--- src/rtl/loader_pkg.sv ---
// -----------------------------------------------------------------------------
// loader_pkg -- shared constants and types for the SRAM loader.
//
// Holds the bus/address width constants, the SRAM depth constants, the
// destination-target encoding and the loader FSM state type. Imported by the
// loader interface and the loader top.
// -----------------------------------------------------------------------------
package loader_pkg;

    // Data word width and per-SRAM address widths.
    localparam int DW    = 16;
    localparam int AW1   = 18;   // weight-1 SRAM
    localparam int AW2   = 12;   // weight-2 SRAM
    localparam int AW3   = 10;   // input SRAM (shared row address)
    localparam int LANES = 10;   // input SRAM lanes

    // SRAM depths in words.
    localparam int DEPTH1 = 1 << AW1;
    localparam int DEPTH2 = 1 << AW2;
    localparam int DEPTH3 = 1 << AW3;

    // Width of the input-bank lane counter (counts 0..LANES-1).
    localparam int LANE_W = $clog2(LANES);

    // Destination target encoding.
    localparam logic [1:0] TGT_W1  = 2'd0;
    localparam logic [1:0] TGT_W2  = 2'd1;
    localparam logic [1:0] TGT_IN  = 2'd2;
    localparam logic [1:0] TGT_BAD = 2'd3;

    typedef enum logic [1:0] {
        ST_IDLE,
        ST_LOAD,
        ST_FLUSH,
        ST_DONE
    } state_e;

endpackage

--- src/rtl/sram_loader_if.sv ---
// -----------------------------------------------------------------------------
// sram_loader_if -- command, stream and SRAM write-port bundle of the loader.
//
// Command : start, target[1:0], base[AW1-1:0], len[AW1-1:0]
// Stream  : in_valid, in_data[DW-1:0] (to loader), in_ready (from loader)
// Weight-1: we_1, address_1[AW1-1:0], dw1[DW-1:0]
// Weight-2: we_2, address_2[AW2-1:0], dw2[DW-1:0]
// Input   : we_3[LANES-1:0] (one-hot lane enable), address_3[AW3-1:0], d_in
// Status  : busy, done (1-cycle pulse), err (1-cycle pulse)
//
// master modport: the controller/source side. slave modport: the loader.
// -----------------------------------------------------------------------------
interface sram_loader_if #(
    parameter int DW    = loader_pkg::DW,
    parameter int AW1   = loader_pkg::AW1,
    parameter int AW2   = loader_pkg::AW2,
    parameter int AW3   = loader_pkg::AW3,
    parameter int LANES = loader_pkg::LANES
);

    logic             start;
    logic [1:0]       target;
    logic [AW1-1:0]   base;
    logic [AW1-1:0]   len;

    logic             in_valid;
    logic [DW-1:0]    in_data;
    logic             in_ready;

    logic             we_1;
    logic [AW1-1:0]   address_1;
    logic [DW-1:0]    dw1;

    logic             we_2;
    logic [AW2-1:0]   address_2;
    logic [DW-1:0]    dw2;

    logic [LANES-1:0] we_3;
    logic [AW3-1:0]   address_3;
    logic [DW-1:0]    d_in;

    logic             busy;
    logic             done;
    logic             err;

    modport master (
        output start, target, base, len, in_valid, in_data,
        input  in_ready,
        input  we_1, address_1, dw1,
        input  we_2, address_2, dw2,
        input  we_3, address_3, d_in,
        input  busy, done, err
    );

    modport slave (
        input  start, target, base, len, in_valid, in_data,
        output in_ready,
        output we_1, address_1, dw1,
        output we_2, address_2, dw2,
        output we_3, address_3, d_in,
        output busy, done, err
    );

endinterface

--- src/rtl/sram_loader.sv ---
// -----------------------------------------------------------------------------
// sram_loader -- streams a block of words into one of three SRAMs.
//
// Ports:
//   clk   : sole clock, rising edge.
//   reset : synchronous, active-low.
//   bus   : sram_loader_if.slave -- command (start/target/base/len), input
//           stream (in_valid/in_data/in_ready), three SRAM write ports and
//           status (busy/done/err).
//
// A start in IDLE captures the command. Each word accepted in LOAD produces a
// registered write on the selected port one cycle later. Weight targets write
// to base+k; the input bank writes word k to lane k%LANES at row
// base+k/LANES, tracked with a lane/row counter pair instead of a divider.
// The final accept moves to FLUSH, where its write appears, then DONE pulses
// done for one cycle and the FSM returns to IDLE.
// -----------------------------------------------------------------------------
module sram_loader
    import loader_pkg::*;
#(
    parameter int DW    = loader_pkg::DW,
    parameter int AW1   = loader_pkg::AW1,
    parameter int AW2   = loader_pkg::AW2,
    parameter int AW3   = loader_pkg::AW3,
    parameter int LANES = loader_pkg::LANES
) (
    input  logic         clk,
    input  logic         reset,
    sram_loader_if.slave bus
);

    localparam int LW = $clog2(LANES);

    state_e           state_q;
    logic [1:0]       tgt_q;
    logic [AW1-1:0]   len_q;
    logic [AW1-1:0]   cnt_q;      // words accepted so far
    logic [AW1-1:0]   wt_addr_q;  // next weight address (truncated per target)
    logic [AW3-1:0]   row_q;      // next input-bank row
    logic [LW-1:0]    lane_q;     // next input-bank lane, 0..LANES-1

    logic             in_ready_q;
    logic             busy_q;
    logic             done_q;
    logic             err_q;
    logic             we_1_q;
    logic [AW1-1:0]   address_1_q;
    logic [DW-1:0]    dw1_q;
    logic             we_2_q;
    logic [AW2-1:0]   address_2_q;
    logic [DW-1:0]    dw2_q;
    logic [LANES-1:0] we_3_q;
    logic [AW3-1:0]   address_3_q;
    logic [DW-1:0]    d_in_q;

    logic             accept;
    logic             last_word;

    assign accept    = (state_q == ST_LOAD) && bus.in_valid;
    assign last_word = (cnt_q == len_q - 1'b1);

    always_ff @(posedge clk) begin
        // NOTE: every state element here uses <= so all registers see the
        // values from before this edge; mixing in = would make the result
        // depend on statement order.
        if (!reset) begin
            state_q     <= ST_IDLE;
            tgt_q       <= TGT_W1;
            len_q       <= '0;
            cnt_q       <= '0;
            wt_addr_q   <= '0;
            row_q       <= '0;
            lane_q      <= '0;
            in_ready_q  <= 1'b0;
            busy_q      <= 1'b0;
            done_q      <= 1'b0;
            err_q       <= 1'b0;
            we_1_q      <= 1'b0;
            address_1_q <= '0;
            dw1_q       <= '0;
            we_2_q      <= 1'b0;
            address_2_q <= '0;
            dw2_q       <= '0;
            we_3_q      <= '0;
            address_3_q <= '0;
            d_in_q      <= '0;
        end else begin
            // Pulse outputs default low; the states below raise them for
            // exactly one cycle.
            we_1_q <= 1'b0;
            we_2_q <= 1'b0;
            we_3_q <= '0;
            done_q <= 1'b0;
            err_q  <= 1'b0;

            unique case (state_q)
                ST_IDLE: begin
                    if (bus.start) begin
                        if (bus.target == TGT_BAD) begin
                            err_q <= 1'b1;
                        end else if (bus.len == '0) begin
                            state_q <= ST_DONE;
                            done_q  <= 1'b1;
                        end else begin
                            tgt_q      <= bus.target;
                            len_q      <= bus.len;
                            cnt_q      <= '0;
                            wt_addr_q  <= bus.base;
                            row_q      <= bus.base[AW3-1:0];
                            lane_q     <= '0;
                            in_ready_q <= 1'b1;
                            busy_q     <= 1'b1;
                            state_q    <= ST_LOAD;
                        end
                    end
                end

                ST_LOAD: begin
                    if (accept) begin
                        unique case (tgt_q)
                            TGT_W2: begin
                                we_2_q      <= 1'b1;
                                address_2_q <= wt_addr_q[AW2-1:0];
                                dw2_q       <= bus.in_data;
                                wt_addr_q   <= wt_addr_q + 1'b1;
                            end
                            TGT_IN: begin
                                we_3_q      <= LANES'(1) << lane_q;
                                address_3_q <= row_q;
                                d_in_q      <= bus.in_data;
                                // Row advances only when the lane wraps.
                                if (lane_q == LW'(LANES - 1)) begin
                                    lane_q <= '0;
                                    row_q  <= row_q + 1'b1;
                                end else begin
                                    lane_q <= lane_q + 1'b1;
                                end
                            end
                            default: begin
                                we_1_q      <= 1'b1;
                                address_1_q <= wt_addr_q;
                                dw1_q       <= bus.in_data;
                                wt_addr_q   <= wt_addr_q + 1'b1;
                            end
                        endcase
                        cnt_q <= cnt_q + 1'b1;
                        if (last_word) begin
                            in_ready_q <= 1'b0;
                            state_q    <= ST_FLUSH;
                        end
                    end
                end

                // The last word's write is on the ports during this cycle.
                ST_FLUSH: begin
                    busy_q  <= 1'b0;
                    done_q  <= 1'b1;
                    state_q <= ST_DONE;
                end

                ST_DONE: begin
                    state_q <= ST_IDLE;
                end

                default: begin
                    state_q <= ST_IDLE;
                end
            endcase
        end
    end

    assign bus.in_ready  = in_ready_q;
    assign bus.busy      = busy_q;
    assign bus.done      = done_q;
    assign bus.err       = err_q;
    assign bus.we_1      = we_1_q;
    assign bus.address_1 = address_1_q;
    assign bus.dw1       = dw1_q;
    assign bus.we_2      = we_2_q;
    assign bus.address_2 = address_2_q;
    assign bus.dw2       = dw2_q;
    assign bus.we_3      = we_3_q;
    assign bus.address_3 = address_3_q;
    assign bus.d_in      = d_in_q;

endmodule

--- src/flat_wrapper.sv ---
// flat-port wrapper written by rule: the top's interface ports become plain ports
module sram_loader_flat import loader_pkg::*;
#(
    parameter int DW    = loader_pkg::DW,
    parameter int AW1   = loader_pkg::AW1,
    parameter int AW2   = loader_pkg::AW2,
    parameter int AW3   = loader_pkg::AW3,
    parameter int LANES = loader_pkg::LANES
)
  (clk, reset, bus_start, bus_target, bus_base, bus_len, bus_in_valid, bus_in_data, bus_in_ready, bus_we_1, bus_address_1, bus_dw1, bus_we_2, bus_address_2, bus_dw2, bus_we_3, bus_address_3, bus_d_in, bus_busy, bus_done, bus_err);
  sram_loader_if #(.DW(DW), .AW1(AW1), .AW2(AW2), .AW3(AW3), .LANES(LANES)) bus_i ();
  input  logic clk;
  input  logic reset;
  input wire logic [$bits(bus_i.start)-1:0] bus_start;
  input wire logic [$bits(bus_i.target)-1:0] bus_target;
  input wire logic [$bits(bus_i.base)-1:0] bus_base;
  input wire logic [$bits(bus_i.len)-1:0] bus_len;
  input wire logic [$bits(bus_i.in_valid)-1:0] bus_in_valid;
  input wire logic [$bits(bus_i.in_data)-1:0] bus_in_data;
  output wire logic [$bits(bus_i.in_ready)-1:0] bus_in_ready;
  output wire logic [$bits(bus_i.we_1)-1:0] bus_we_1;
  output wire logic [$bits(bus_i.address_1)-1:0] bus_address_1;
  output wire logic [$bits(bus_i.dw1)-1:0] bus_dw1;
  output wire logic [$bits(bus_i.we_2)-1:0] bus_we_2;
  output wire logic [$bits(bus_i.address_2)-1:0] bus_address_2;
  output wire logic [$bits(bus_i.dw2)-1:0] bus_dw2;
  output wire logic [$bits(bus_i.we_3)-1:0] bus_we_3;
  output wire logic [$bits(bus_i.address_3)-1:0] bus_address_3;
  output wire logic [$bits(bus_i.d_in)-1:0] bus_d_in;
  output wire logic [$bits(bus_i.busy)-1:0] bus_busy;
  output wire logic [$bits(bus_i.done)-1:0] bus_done;
  output wire logic [$bits(bus_i.err)-1:0] bus_err;
  assign bus_i.start = bus_start;
  assign bus_i.target = bus_target;
  assign bus_i.base = bus_base;
  assign bus_i.len = bus_len;
  assign bus_i.in_valid = bus_in_valid;
  assign bus_i.in_data = bus_in_data;
  assign bus_in_ready = bus_i.in_ready;
  assign bus_we_1 = bus_i.we_1;
  assign bus_address_1 = bus_i.address_1;
  assign bus_dw1 = bus_i.dw1;
  assign bus_we_2 = bus_i.we_2;
  assign bus_address_2 = bus_i.address_2;
  assign bus_dw2 = bus_i.dw2;
  assign bus_we_3 = bus_i.we_3;
  assign bus_address_3 = bus_i.address_3;
  assign bus_d_in = bus_i.d_in;
  assign bus_busy = bus_i.busy;
  assign bus_done = bus_i.done;
  assign bus_err = bus_i.err;
  sram_loader #(.DW(DW), .AW1(AW1), .AW2(AW2), .AW3(AW3), .LANES(LANES)) u_core (.clk(clk), .reset(reset), .bus(bus_i));
endmodule
--- config.mk ---
export PLATFORM = sky130hd
export DESIGN_NAME = sram_loader_flat
export DESIGN_NICKNAME = d
export VERILOG_FILES = /design/src/rtl/loader_pkg.sv /design/src/rtl/sram_loader_if.sv /design/src/rtl/sram_loader.sv /design/src/flat_wrapper.sv
export SDC_FILE = /design/constraint.sdc
export NUM_CORES = 1
export LEC_CHECK = 0
export ABC_AREA = 1
export CORE_MARGIN = 2
export CORE_UTILIZATION = 47
export DETAILED_ROUTE_END_ITERATION = 16
export GPL_ROUTABILITY_DRIVEN = 0
export PLACE_DENSITY = 0.76
export SYNTH_ARGS = -nofsm -noshare
export SYNTH_HDL_FRONTEND = slang
export SYNTH_SLANG_ARGS = --single-unit
--- constraint.sdc ---
create_clock -name clk -period 1.9 [get_ports clk]
set_input_delay 0.38 -clock clk [delete_from_list [all_inputs] [get_ports clk]]
set_output_delay 0.38 -clock clk [all_outputs]
set_load 0.02 [all_outputs]
## Word level (Yosys, flattened, before mapping)

Cells that the tools add are included.

| storage, ports and cells | value |
|---|---|
| bits in registers | 176 |
| input port bits | 58 |
| output and inout port bits | 104 |
| word-level logic and storage cells | 110 |

| cells by class | value |
|---|---|
| add/sub/neg operators | 5 |
| equal/unequal tests | 16 |
| shift operators | 1 |
| muxes and demuxes | 45 |
| bitwise operators | 3 |
| reductions and logical operators | 20 |

Operators by type and width:

| kind | count |
|---|---|
| $mux 18 | 9 |
| $pmux 18 s2 | 2 |
| $mux 10 | 6 |
| $add 18x1->18 const B | 2 |
| $mux 4 | 6 |
| $pmux 10 s2 | 1 |
| $eq 18x18->1 | 1 |
| $logic_not 18->1 | 1 |
| $reduce_and 6->1 | 3 |
| $sub 18x1->18 const B | 1 |
| $reduce_and 4->1 | 4 |
| $reduce_and 3->1 | 5 |
| $ne 2x2->1 const B | 6 |
| $mux 1 | 11 |
| $add 10x1->10 const B | 1 |
| $mux 2 | 5 |
| $shl 1x4->10 const A | 1 |
| $eq 2x2->1 const B | 4 |
| $pmux 2 s4 | 1 |
| $pmux 4 s2 | 1 |
| $reduce_and 7->1 | 1 |
| $pmux 1 s2 | 3 |
| $reduce_and 5->1 | 1 |
| $add 4x1->4 const B | 1 |
| 8 further kinds | 13 |

## Logic depth before layout (Yosys ltp)

Gate-level depths: netlist (run 1).

| depth | value |
|---|---|
| word-level depth | 5 |
| gate-level depth with buffers | 18 |
| mapped depth without buffers | 18 |

## Worst setup path before layout (run 1)

No wires, ideal clock.

| timing path | value |
|---|---|
| kind | flip-flop to flip-flop |
| start | register u_core.len_q[0] |
| end | register u_core.state_q[1] |
| setup time | 0.115 ns |
| arrival time | 1.622 ns |
| slack | 0.163 ns |
| cell stages (with the launch flop) | 16 |
| path buffers | 0 |
| clock period less this slack | 1.737 ns |
| cells stage by stage | dfxtp_1 > inv_1 > ha_1 > nand3_2 > nor2_4 > o21ai_1 > nand2_1 > nand2_1 > nor2_1 > nand2_1 > nor2_2 > nand2_1 > nand2_2 > nand3_1 > nand2_1 > nor2_1 |

| on the way | value |
|---|---|
| longest elaborated chain between the ends | 4 |

Ends and longest elaborated chain:

| what | line | source |
|---|---|---|
| start, declared | sram_loader.sv:36 | `logic [AW1-1:0] len_q;` |
| start signal, assigned | sram_loader.sv:106 | `len_q <= bus.len;` |
| $sub 18x1->18 | sram_loader.sv:60 | `assign last_word = (cnt_q == len_q - 1'b1);` |
| $eq 18x18->1 | sram_loader.sv:60 |  |
| $ne 2x1->1 (no source line) | -- |  |
| $reduce_and 4->1 (no source line) | -- |  |
| end signal, assigned | sram_loader.sv:67 | `state_q <= ST_IDLE;` |
| end signal, assigned | sram_loader.sv:102 | `state_q <= ST_DONE;` |
| end signal, assigned | sram_loader.sv:113 | `state_q <= ST_LOAD;` |
| end, declared | sram_loader.sv:34 | `state_e state_q;` |

No other way between the ends.
A chain may end at the register's enable or synchronous reset.

## Final worst setup path (run 1)

| timing path | value |
|---|---|
| start | register u_core.len_q[4] |
| end | register u_core.state_q[1] |

Same word-level chain as after synthesis.

==> reports/results.tsv, run 1 <==
metric	value	unit
Max Clock Freq	517.2	MHz
Reg2Reg Depth	12	
pwr dens	1189	nW/µm²
post-synthesis mux area share	0	%
Critical Path Start	u_core.len_q[4]$_SDFFE_PN0P_	
VDD IR max	846.9	µV
vias	8569	
antenna-violating nets left	0	
HP Class	input port to flop	
final setup vio count	2	
die area	18750	µm²
Reg-to-Reg Start	u_core.len_q[4]$_SDFFE_PN0P_	
XOR/XNOR share of the synthesized area	2.741	%
total power	13.39	mW
Initial Utilization	48.03	%
WP depth	12	
reg2reg setup slack	-0.03	ns
largest net degree at the start of global routing	92	
Synth Area in Compound Gates	13.71	%
Top-Level Pins	162	
post-route design area	11260	µm²
Clock Latency Late Sink	0.44	ns
DRT Pass-1 Iters	5	
hold_ws	0.4529	ns
worst-path cell chain	nor2_1 > nand2_2 > nor2_4 > nand3_2 > xor2_1 > nand3_2 > nor2_4 > nand2_1 > nand2_2 > nand3_2 > nand2_1 > nor2_1	
hpwl dp	16740	µm
final net count	1445	
post-synth top area share	42.42	%
Buffers on Ports	161	
# DRC	0	
Routed Wire Length	24610	µm
Arrival @ worst endpoint	2.27	ns
yosys warns	0	
Most used DFF post-synth	dfxtp_1	
number of max-cap violations	0	
Tot GR Track Use	26.30	%
RSZ-0062 raised after global routing	true	
placed cell areas	10410	µm²
CTS tree	done	
Die Height	136.9	µm
Placed Cells	1575	
CP delay by family, top	simple AND/OR/NAND/NOR gates	
core area	17300	µm²
Worst slew margin	70.96	%
vias in the first global route	8239	
Rows	48	
outcome	finished, violations left	
Num CTS Buffers	17	
clk sinks	176	
worst setup margin	-0.03347	ns
top cells by area, synth	dfxtp_1 42%, nand2_1 12%, nor2_1 7.8%, a21oi_1 7.1%, nand3_1 6.6%	
CP Capture Type	flop	
largest family of logic cells by synthesized area	simple AND/OR/NAND/NOR gates	
critical path fanouts, max	5	
Synth area leader	dfxtp_1	
Remaining Overflow, GRT	0	
Non-Filler Instances	1616	
final worst-path cycle share	101.8	%
post-synthesis cell type count	44	
most frequent cell after synthesis	nand2_1	
part of the Yosys area used for sequential elements	42.42	%
fillers	1505	
Static Leakage	4.440	nW
Max clock buf depth	2	
WP data required	2.24	ns
Commonest cells post-synth	272 x nand2_1, 176 x dfxtp_1, 172 x nor2_1, 118 x a21oi_1, 110 x nand3_1	
H-tree depth	4	
n_diodes	0	
crit path kind	flop to flop	
adder-cell share of the synthesized area	1.356	%
layout cell share with drive strength beyond 1	12.29	%
cell count after synthesis	1199	
starting DRC count in detailed routing	666	
Cell Area, Synth	8307	µm²
Critical Path Sink	u_core.state_q[1]$_SDFFE_PN0P_	
Layout area overhead	35.52	%
Slowest cell on crit path	dfxtp_1	
clock-pin slew on the worst setup and hold paths	0.07	ns
Simple-Gate Fraction of Synth Area	32.66	%
Die X	136.9	µm
final hold vios	0	
initial antenna violation count	0	
ys async rst share	0	%
crit path launch type	flop	
post-route minimum period	1.933	ns
first-pass GRT wire length	39210	µm
Yosys reg bits	176	
Clock Skew	0.009198	ns
worst reg2reg endpoint	u_core.state_q[1]$_SDFFE_PN0P_	
DR vias/cell	5.303	
Post-synth EDFFs	0	
Critical Path Max Stage Delay	0.36	ns
most frequent cell on the critical path	nand3_2	
syn avg cell area	6.928	µm²
fin. max-slew vios	0	
Syn Nets	1266	
worst slew pin tran	0.4355	ns
Avg WL per Cell	15.23	µm
hold-critical path depth	4	
Setup WS pre-CTS	-0.3696	ns
failing checks	setup timing	
CTS root buf	clkbuf_16	
CP bufs+invs	0	
## state kept, by name, summed over array words and instances (netlist names), 12 cells and up
| name | count |
|---|---|
| u_core.wt_addr_q | 18 |
| u_core.bus.d_in | 16 |
| u_core.bus.dw2 | 16 |
| u_core.bus.address_2 | 12 |
| u_core.len_q | 18 |
| u_core.bus.dw1 | 16 |
| u_core.bus.address_1 | 18 |
| u_core.cnt_q | 18 |
## metal layers
metal,vias to the layer above,wire [µm],part of all wire (%),track usage [%]
met2,277,11910,48,44.89
li1,4257,-,-,-
met1,3980,10220,42,30.74
met5,-,0,0,0
met4,0,786,3.2,11.05
met3,55,1696,6.9,7.593
## cell usage in the layout (no fill, tap or decap), types with 6 or more instances in the layout
master           count
nand2_1            269
nand3_1            106
dfxtp_1            171
nor2_4              14
xor2_1              18
ha_1                 6
o21ai_0             81
nor4_1               7
nor3_1               6
clkdlybuf4s50_1    160
nand4_1             11
inv_1               77
inv_2                7
buf_4               52
nor2_2              10
a21oi_1            116
xnor2_1              8
nand2_2              9
clkbuf_16           17
buf_12               7
nor2_1             163
## worst register-to-register path: cells and delay by family (launching register included)
family                    cells  cell delay, ns
DFF                           1            0.36
xor gates and xnor gates      1            0.17
and+or+nand+nor              11            1.30
## worst min path at each step
| stage | start | end | slack [ns] |
|---|---|---|---|
| global placement | u_core.bus.dw1[9]$_SDFFE_PN0P_ | u_core.bus.dw1[9]$_SDFFE_PN0P_ | 0.45 |
| detailed placement | u_core.bus.address_1[9]$_SDFFE_PN0P_ | u_core.bus.address_1[9]$_SDFFE_PN0P_ | 0.45 |
| global route | u_core.bus.address_1[16]$_SDFFE_PN0P_ | u_core.bus.address_1[16]$_SDFFE_PN0P_ | 0.47 |
| finish | reset | u_core.state_q[1]$_SDFFE_PN0P_ | 0.45 |
| CTS | reset | u_core.state_q[1]$_SDFFE_PN0P_ | 0.44 |
| floorplan | u_core.lane_q[3]$_SDFFE_PN0P_ | u_core.lane_q[3]$_SDFFE_PN0P_ | 0.44 |
## area by class of cell
class	count	area [µm²]	area share (%)
clock buffer	17	425.4	3.779
timing repair buffer	223	2171	19.28
tap	225	281.5	2.501
inverter	86	327.8	2.912
clock inverter	15	170.2	1.512
multi-input combinational	874	4352	38.66
sequential	176	3530	31.36
## power by group
group	switching, mW	total, mW	internal [mW]
registers	0.505	4.69	4.18
logic	3.15	5.15	1.99
clock network	1.67	3.55	1.88
total	5.33	13.4	8.06
## stage by stage
step	utilization, %	setup TNS [ns]
after CTS	63.80	0
after global routing	65.08	-1.222
final	65.08	-0.06548
after detailed placement	60.19	-18.82
after floorplan	-	0
after global placement	60.19	-17.32
## cell families after synthesis
logic type,count (synthesis)
adder cells (fa/ha/maj),9
flip-flops,176
AND/OR/NAND/NOR,620
buffers and inverters,150
AO/OA/AOI/OAI,218
XOR/XNOR,26
## timing repair
action / in CTS / in global routing
cloned: 0 / 1
gates resized for setup: 7 / 48
buffers inserted: 0 / 8
hold endpoints to repair: 0 / 0
pin swaps: 3 / 23
setup endpoints to repair: 3 / 124
hold buffers: 0 / 0
No activity file was read; power rests on OpenSTA's default activity.
==> run 2: changes to the inputs <==
--- a/config.mk
+++ b/config.mk
@@ -10,6 +10,7 @@
 export CORE_UTILIZATION = 47
 export DETAILED_ROUTE_END_ITERATION = 16
 export GPL_ROUTABILITY_DRIVEN = 0
+export GPL_TIMING_DRIVEN = 0
 export PLACE_DENSITY = 0.76
 export SYNTH_ARGS = -nofsm -noshare
 export SYNTH_HDL_FRONTEND = slang
==> run 2 against run 1 <==
The flow now finishes without violations. Global-route usage up 1.4 points. Worst hold slack worse by 0.17 ns. Count of clock-buffer cells in the layout up 1. Critical path depth unchanged. First-iteration DRC count up 2.7%. Clock skew down 0.00098 ns. Cell count up 1.4%. Routed wire length up 7.0%.
==> reports/results.tsv, run 2 (synthesized netlist as in run 1, its figures left out) <==
metric	value	unit
DR vias/cell	5.377	
number of max-cap violations	0	
Non-Filler Instances	1639	
post-route minimum period	1.896	ns
first-pass GRT wire length	40900	µm
VDD IR max	663.9	µV
reg2reg setup slack	0.004	ns
Clock Latency Late Sink	0.44	ns
Tot GR Track Use	27.69	%
CTS root buf	clkbuf_16	
CTS tree	done	
fin. max-slew vios	0	
Num CTS Buffers	17	
clock-pin slew on the worst setup and hold paths	0.07	ns
Rows	48	
final net count	1468	
worst slew pin tran	0.7837	ns
Max clock buf depth	2	
crit path launch type	flop	
core area	17300	µm²
critical path fanouts, max	5	
Initial Utilization	48.03	%
Buffers on Ports	160	
final setup vio count	0	
DRT Pass-1 Iters	5	
Critical Path Max Stage Delay	0.34	ns
Slowest cell on crit path	dfxtp_1	
Routed Wire Length	26340	µm
initial antenna violation count	0	
vias in the first global route	8272	
H-tree depth	4	
Placed Cells	1584	
outcome	finished, final reports clean	
CP delay by family, top	simple AND/OR/NAND/NOR gates	
Static Leakage	4.501	nW
Layout area overhead	36.20	%
CP bufs+invs	0	
hpwl dp	18940	µm
Clock Skew	0.008218	ns
WP data required	2.23	ns
vias	8813	
worst-path cell chain	nor2_1 > nand2_2 > nor2_4 > nand3_1 > xor2_1 > nand3_2 > nor2_4 > nand2_1 > nand2_2 > nand3_2 > nand2_1 > nor2_1	
antenna-violating nets left	0	
pwr dens	1197	nW/µm²
Avg WL per Cell	16.07	µm
Post-Route Utilization	65.41	%
final worst-path cycle share	99.81	%
most frequent cells in the layout	267 x nand2_1, 169 x dfxtp_1, 165 x nor2_1, 153 x clkdlybuf4s50_1, 118 x a21oi_1	
n_diodes	0	
# DRC	0	
Worst slew margin	47.75	%
Die X	136.9	µm
Die Height	136.9	µm
Top-Level Pins	162	
layout cell share with drive strength beyond 1	12.45	%
final hold vios	0	
crit path kind	flop to flop	
clk sinks	176	
Max Clock Freq	527.3	MHz
CP Capture Type	flop	
die area	18750	µm²
largest net degree at the start of global routing	19	
Arrival @ worst endpoint	2.22	ns
starting DRC count in detailed routing	684	
RSZ-0062 raised after global routing	true	
commonest non-fill, non-tap cell in the layout	nand2_1	
HP Class	input port to flop	
Remaining Overflow, GRT	0	
CTS Hold Bufs	0	
==> run 2: changes by cell type in the layout (fill, tap and decap cells not counted), sizes merged <==
cell and delta:
clkinvlp -1, dlymetal6s2s +7, clkdlybuf4s50 -7, buf -19, clkinv +3, inv -3, clkbuf +43
==> run 2: through the flow <==
| step | hold WS (ns) | setup TNS, ns | worst slack [ns] | power, mW | instance area, µm² |
|---|---|---|---|---|---|
| floorplan | 0.4409 | 0 | 0.1630 | 7.609 | 8307 |
| global placement | 0.4487 | -64.62 | -0.8703 | 8.940 | 10190 |
| detailed placement | 0.4543 | -63.85 | -0.8673 | 9.032 | 10190 |
| CTS | 0.3959 | 0 | 0.01488 | 12.85 | 10960 |
| global route | 0.2952 | -1.060 | -0.1491 | 14.31 | 11310 |
| finish | 0.2785 | 0 | 0.003517 | 13.54 | 11310 |
==> run 2: where the power goes <==
| part | total (mW) | internal, mW | switching (mW) |
|---|---|---|---|
| logic | 5.18 | 2.02 | 3.16 |
| registers | 4.78 | 4.20 | 0.580 |
| clock network | 3.59 | 1.92 | 1.67 |
==> run 2: worst paths after layout <==
check,from,depth (start not counted),end
max,u_core.len_q[4]$_SDFFE_PN0P_,12,u_core.state_q[1]$_SDFFE_PN0P_
min,bus_len[6],3,u_core.len_q[6]$_SDFFE_PN0P_
max reg2reg,u_core.len_q[4]$_SDFFE_PN0P_,12,u_core.state_q[1]$_SDFFE_PN0P_
min reg2reg,u_core.bus.address_1[5]$_SDFFE_PN0P_,2,u_core.bus.address_1[5]$_SDFFE_PN0P_
==> run 2: worst reg2reg max path, delay by kind of cell, from the launching register on <==
family | cells | cell delay (ns)
and+or+nand+nor | 11 | 1.30
DFF | 1 | 0.34
xor gates and xnor gates | 1 | 0.17
==> run 2: layout make-up <==
| class | instances | area (µm²) |
|---|---|---|
| buffer | 62 | 337.8 |
| sequential | 176 | 3537 |
| multi-input combinational | 874 | 4389 |
| clock inverter | 14 | 167.7 |
| inverter | 86 | 331.6 |
| fill | 1525 | 5983 |
| clock buffer | 18 | 439.2 |
| timing repair buffer | 184 | 1829 |
| tap | 225 | 281.5 |
==> run 2: what timing repair did <==
action                     in CTS  in global routing
gates resized for setup        51                 72
hold endpoints to repair        0                  0
pin swaps                       6                 19
cloned                          0                  2
buffers inserted                4                 19
setup endpoints to repair     139                129
==> run 2: per-layer routing <==
layer  wire length, µm  vias up  track usage [%]
li1                  -     4306                -
met1             10430     4124            32.33
met2             13040      326            47.15
met3              2107       57            8.222
met4               758        0            11.63
met5                 0        -                0
==> run 3: changes to the inputs <==
--- a/config.mk
+++ b/config.mk
@@ -7,11 +7,11 @@
 export LEC_CHECK = 0
 export ABC_AREA = 1
 export CORE_MARGIN = 2
-export CORE_UTILIZATION = 47
+export CORE_UTILIZATION = 52
 export DETAILED_ROUTE_END_ITERATION = 16
 export GPL_ROUTABILITY_DRIVEN = 0
 export GPL_TIMING_DRIVEN = 0
-export PLACE_DENSITY = 0.76
+export PLACE_DENSITY = 0.82
 export SYNTH_ARGS = -nofsm -noshare
 export SYNTH_HDL_FRONTEND = slang
 export SYNTH_SLANG_ARGS = --single-unit
==> constraint.sdc (replaced) <==
create_clock -name clk -period 1.9 [get_ports clk]
set_input_delay 0.19 -clock clk [delete_from_list [all_inputs] [get_ports clk]]
set_output_delay 0.19 -clock clk [all_outputs]
set_load 0.02 [all_outputs]
==> run 3 against run 2 <==
The run now ends with setup timing left. Largest power group unchanged. Critical path type unchanged. Utilization increased by 4.8 points. Worst hold slack got worse by 0.097 ns. Critical endpoint unchanged. Non-clock buffer count is 14 lower. Sequential cell count unchanged.
==> reports/results.tsv, run 3 (synthesized netlist as in run 1, its figures left out) <==
metric	value	unit
outcome	finished, violations left	
failing checks	setup timing	
clk sinks	176	
Top-Level Pins	162	
CTS tree	done	
DR vias/cell	5.550	
pwr dens	1186	nW/µm²
Reg-to-Reg Start	u_core.len_q[0]$_SDFFE_PN0P_	
Die Height	130.4	µm
Post-Route Utilization	70.22	%
Buffers on Ports	160	
Critical Path Start	u_core.len_q[0]$_SDFFE_PN0P_	
VDD IR max	741.9	µV
worst-path cell chain	inv_4 > ha_4 > nand3_4 > nor2_4 > buf_4 > nand2_1 > nand2_1 > nand2_1 > nand2_1 > inv_1 > nand3_1 > nor2_2 > nand2_1 > nand2_2 > a21oi_1 > nor2_1	
most frequent cells in the layout	269 x nand2_1, 170 x dfxtp_1, 165 x nor2_1, 160 x clkdlybuf4s50_1, 117 x a21oi_1	
Num CTS Buffers	17	
HP Class	input port to flop	
WP depth	16	
Setup WS pre-CTS	-0.6436	ns
Layout area overhead	33.30	%
clock network power share	27.1	%
post-route minimum period	1.916	ns
clock-pin slew on the worst setup and hold paths	0.07	ns
placed cell areas	10180	µm²
sequential cell fraction of total power	36.3	%
final setup vio count	2	
RSZ-0062 raised after global routing	true	
Max Clock Freq	521.9	MHz
n_diodes	0	
WP data required	2.24	ns
Rows	46	
most frequent cell on the critical path	nand2_1	
CP delay by family, top	simple AND/OR/NAND/NOR gates	
Initial Utilization	52.67	%
Avg WL per Cell	16.27	µm
Non-Filler Instances	1616	
Max clock buf depth	2	
worst slew pin tran	0.8278	ns
Die X	130.4	µm
H-tree depth	4	
Comb pwr share	36.6	%
# DRC	0	
setup TNS	-0.02719	ns
reg2reg setup slack	-0.02	ns
DRT Pass-1 Iters	5	
Clock Latency Late Sink	0.44	ns
Routed Wire Length	26300	µm
starting DRC count in detailed routing	617	
critical path fanouts, max	7	
die area	17000	µm²
hpwl dp	18670	µm
crit path kind	flop to flop	
Clock Skew	0.01145	ns
number of max-cap violations	0	
final worst-path cycle share	100.8	%
Sw Pwr	5.314	mW
Static Leakage	4.336	nW
vias	8969	
vias in the first global route	8451	
Slowest cell on crit path	dfxtp_2	
Reg2Reg Depth	16	
Power Internal	7.815	mW
commonest non-fill, non-tap cell in the layout	nand2_1	
CTS root buf	clkbuf_16	
final hold vios	0	
Worst slew margin	44.82	%
final net count	1454	
Tot GR Track Use	30.17	%
Arrival @ worst endpoint	2.25	ns
largest net degree at the start of global routing	19	
Placed Cells	1575	
initial antenna violation count	0	
layout cell share with drive strength beyond 1	10.64	%
Critical Path Max Stage Delay	0.34	ns
Sw Ratio	40.47	%
worst setup margin	-0.01602	ns
post-route design area	11070	µm²
CP bufs+invs	3	
worst reg2reg endpoint	u_core.state_q[1]$_SDFFE_PN0P_	
first-pass GRT wire length	40280	µm
CP Capture Type	flop	
fin. max-slew vios	0	
core area	15770	µm²
Critical Path Sink	u_core.state_q[1]$_SDFFE_PN0P_	
crit path launch type	flop	
antenna-violating nets left	0	
Remaining Overflow, GRT	0	
==> run 3: cell count changes in the layout (fill, tap and decap cells not counted), moves of 4 or more <==
cell,change
buf_4,-7
clkinv_4,-4
clkbuf_2,-4
clkdlybuf4s50_1,+7
clkbuf_4,+4
nand3_2,-4
dlymetal6s2s_1,-7
o21ai_0,+6
==> run 3: area by class of cell <==
cell class / count / area [µm²]
fill: 1323 / 4697
multi-input combinational: 874 / 4329
sequential: 176 / 3536
timing repair buffer: 172 / 1692
clock buffer: 18 / 429.2
inverter: 86 / 332.8
buffer: 60 / 319.1
tap: 216 / 270.3
clock inverter: 14 / 165.2
==> run 3: repair_timing <==
item,4_1_cts,5_1_grt
endpoints found under the setup margin,137,129
pin swaps,4,10
hold buffers,0,0
gates cloned,0,1
resized for setup,43,55
buffers inserted,5,7
==> run 3: worst min path at each step <==
| stage | startpoint | to | slack, ns | cells past startpoint |
|---|---|---|---|---|
| global placement | u_core.bus.dw2[11]$_SDFFE_PN0P_ | u_core.bus.dw2[11]$_SDFFE_PN0P_ | 0.45 | 2 |
| global route | reset | u_core.cnt_q[3]$_SDFFE_PN0P_ | 0.19 | 3 |
| CTS | reset | u_core.cnt_q[3]$_SDFFE_PN0P_ | 0.18 | 3 |
| finish | reset | u_core.cnt_q[3]$_SDFFE_PN0P_ | 0.18 | 3 |
| detailed placement | u_core.bus.address_1[10]$_SDFFE_PN0P_ | u_core.bus.address_1[10]$_SDFFE_PN0P_ | 0.45 | 2 |
| floorplan | bus_in_data[0] | u_core.bus.d_in[0]$_SDFFE_PN0P_ | 0.32 | 2 |
==> run 3: tightest hold or removal path: cells and delay by family <==
| kind | cells | cell delay (ns) |
|---|---|---|
| buffers and inverters | 1 | 0.19 |
| AO/OA/AOI/OAI | 1 | 0.04 |
| AND/OR/NAND/NOR | 1 | 0.15 |
==> run 3: power by group through the flow <==
stage          Combinational [mW]  Clock [mW]  Sequential (mW)
2_1_floorplan                2.84           0             4.77
3_3_place_gp                 4.13           0             4.77
3_5_place_dp                 4.23           0             4.78
4_1_cts                      4.46        3.56             4.71
5_1_grt                      5.26        3.73             4.79
6_report                     4.81        3.56             4.76
==> run 3: layer usage <==
layer / wire [µm] / track usage (%) / up-vias / share of wire [%]
li1: - / - / 4300 / -
met1: 10230 / 33.55 / 4165 / 39
met2: 12800 / 52.73 / 406 / 49
met3: 2233 / 9.161 / 98 / 8.5
met4: 1033 / 14.83 / 0 / 3.9
met5: 0 / 0 / - / 0
==> run 3: metrics by stage <==
step | hold WS (ns) | power [mW]
finish | 0.1819 | 13.13
global route | 0.1853 | 13.79
CTS | 0.1801 | 12.74
detailed placement | 0.4546 | 9.010
global placement | 0.4482 | 8.902
floorplan | 0.3249 | 7.609
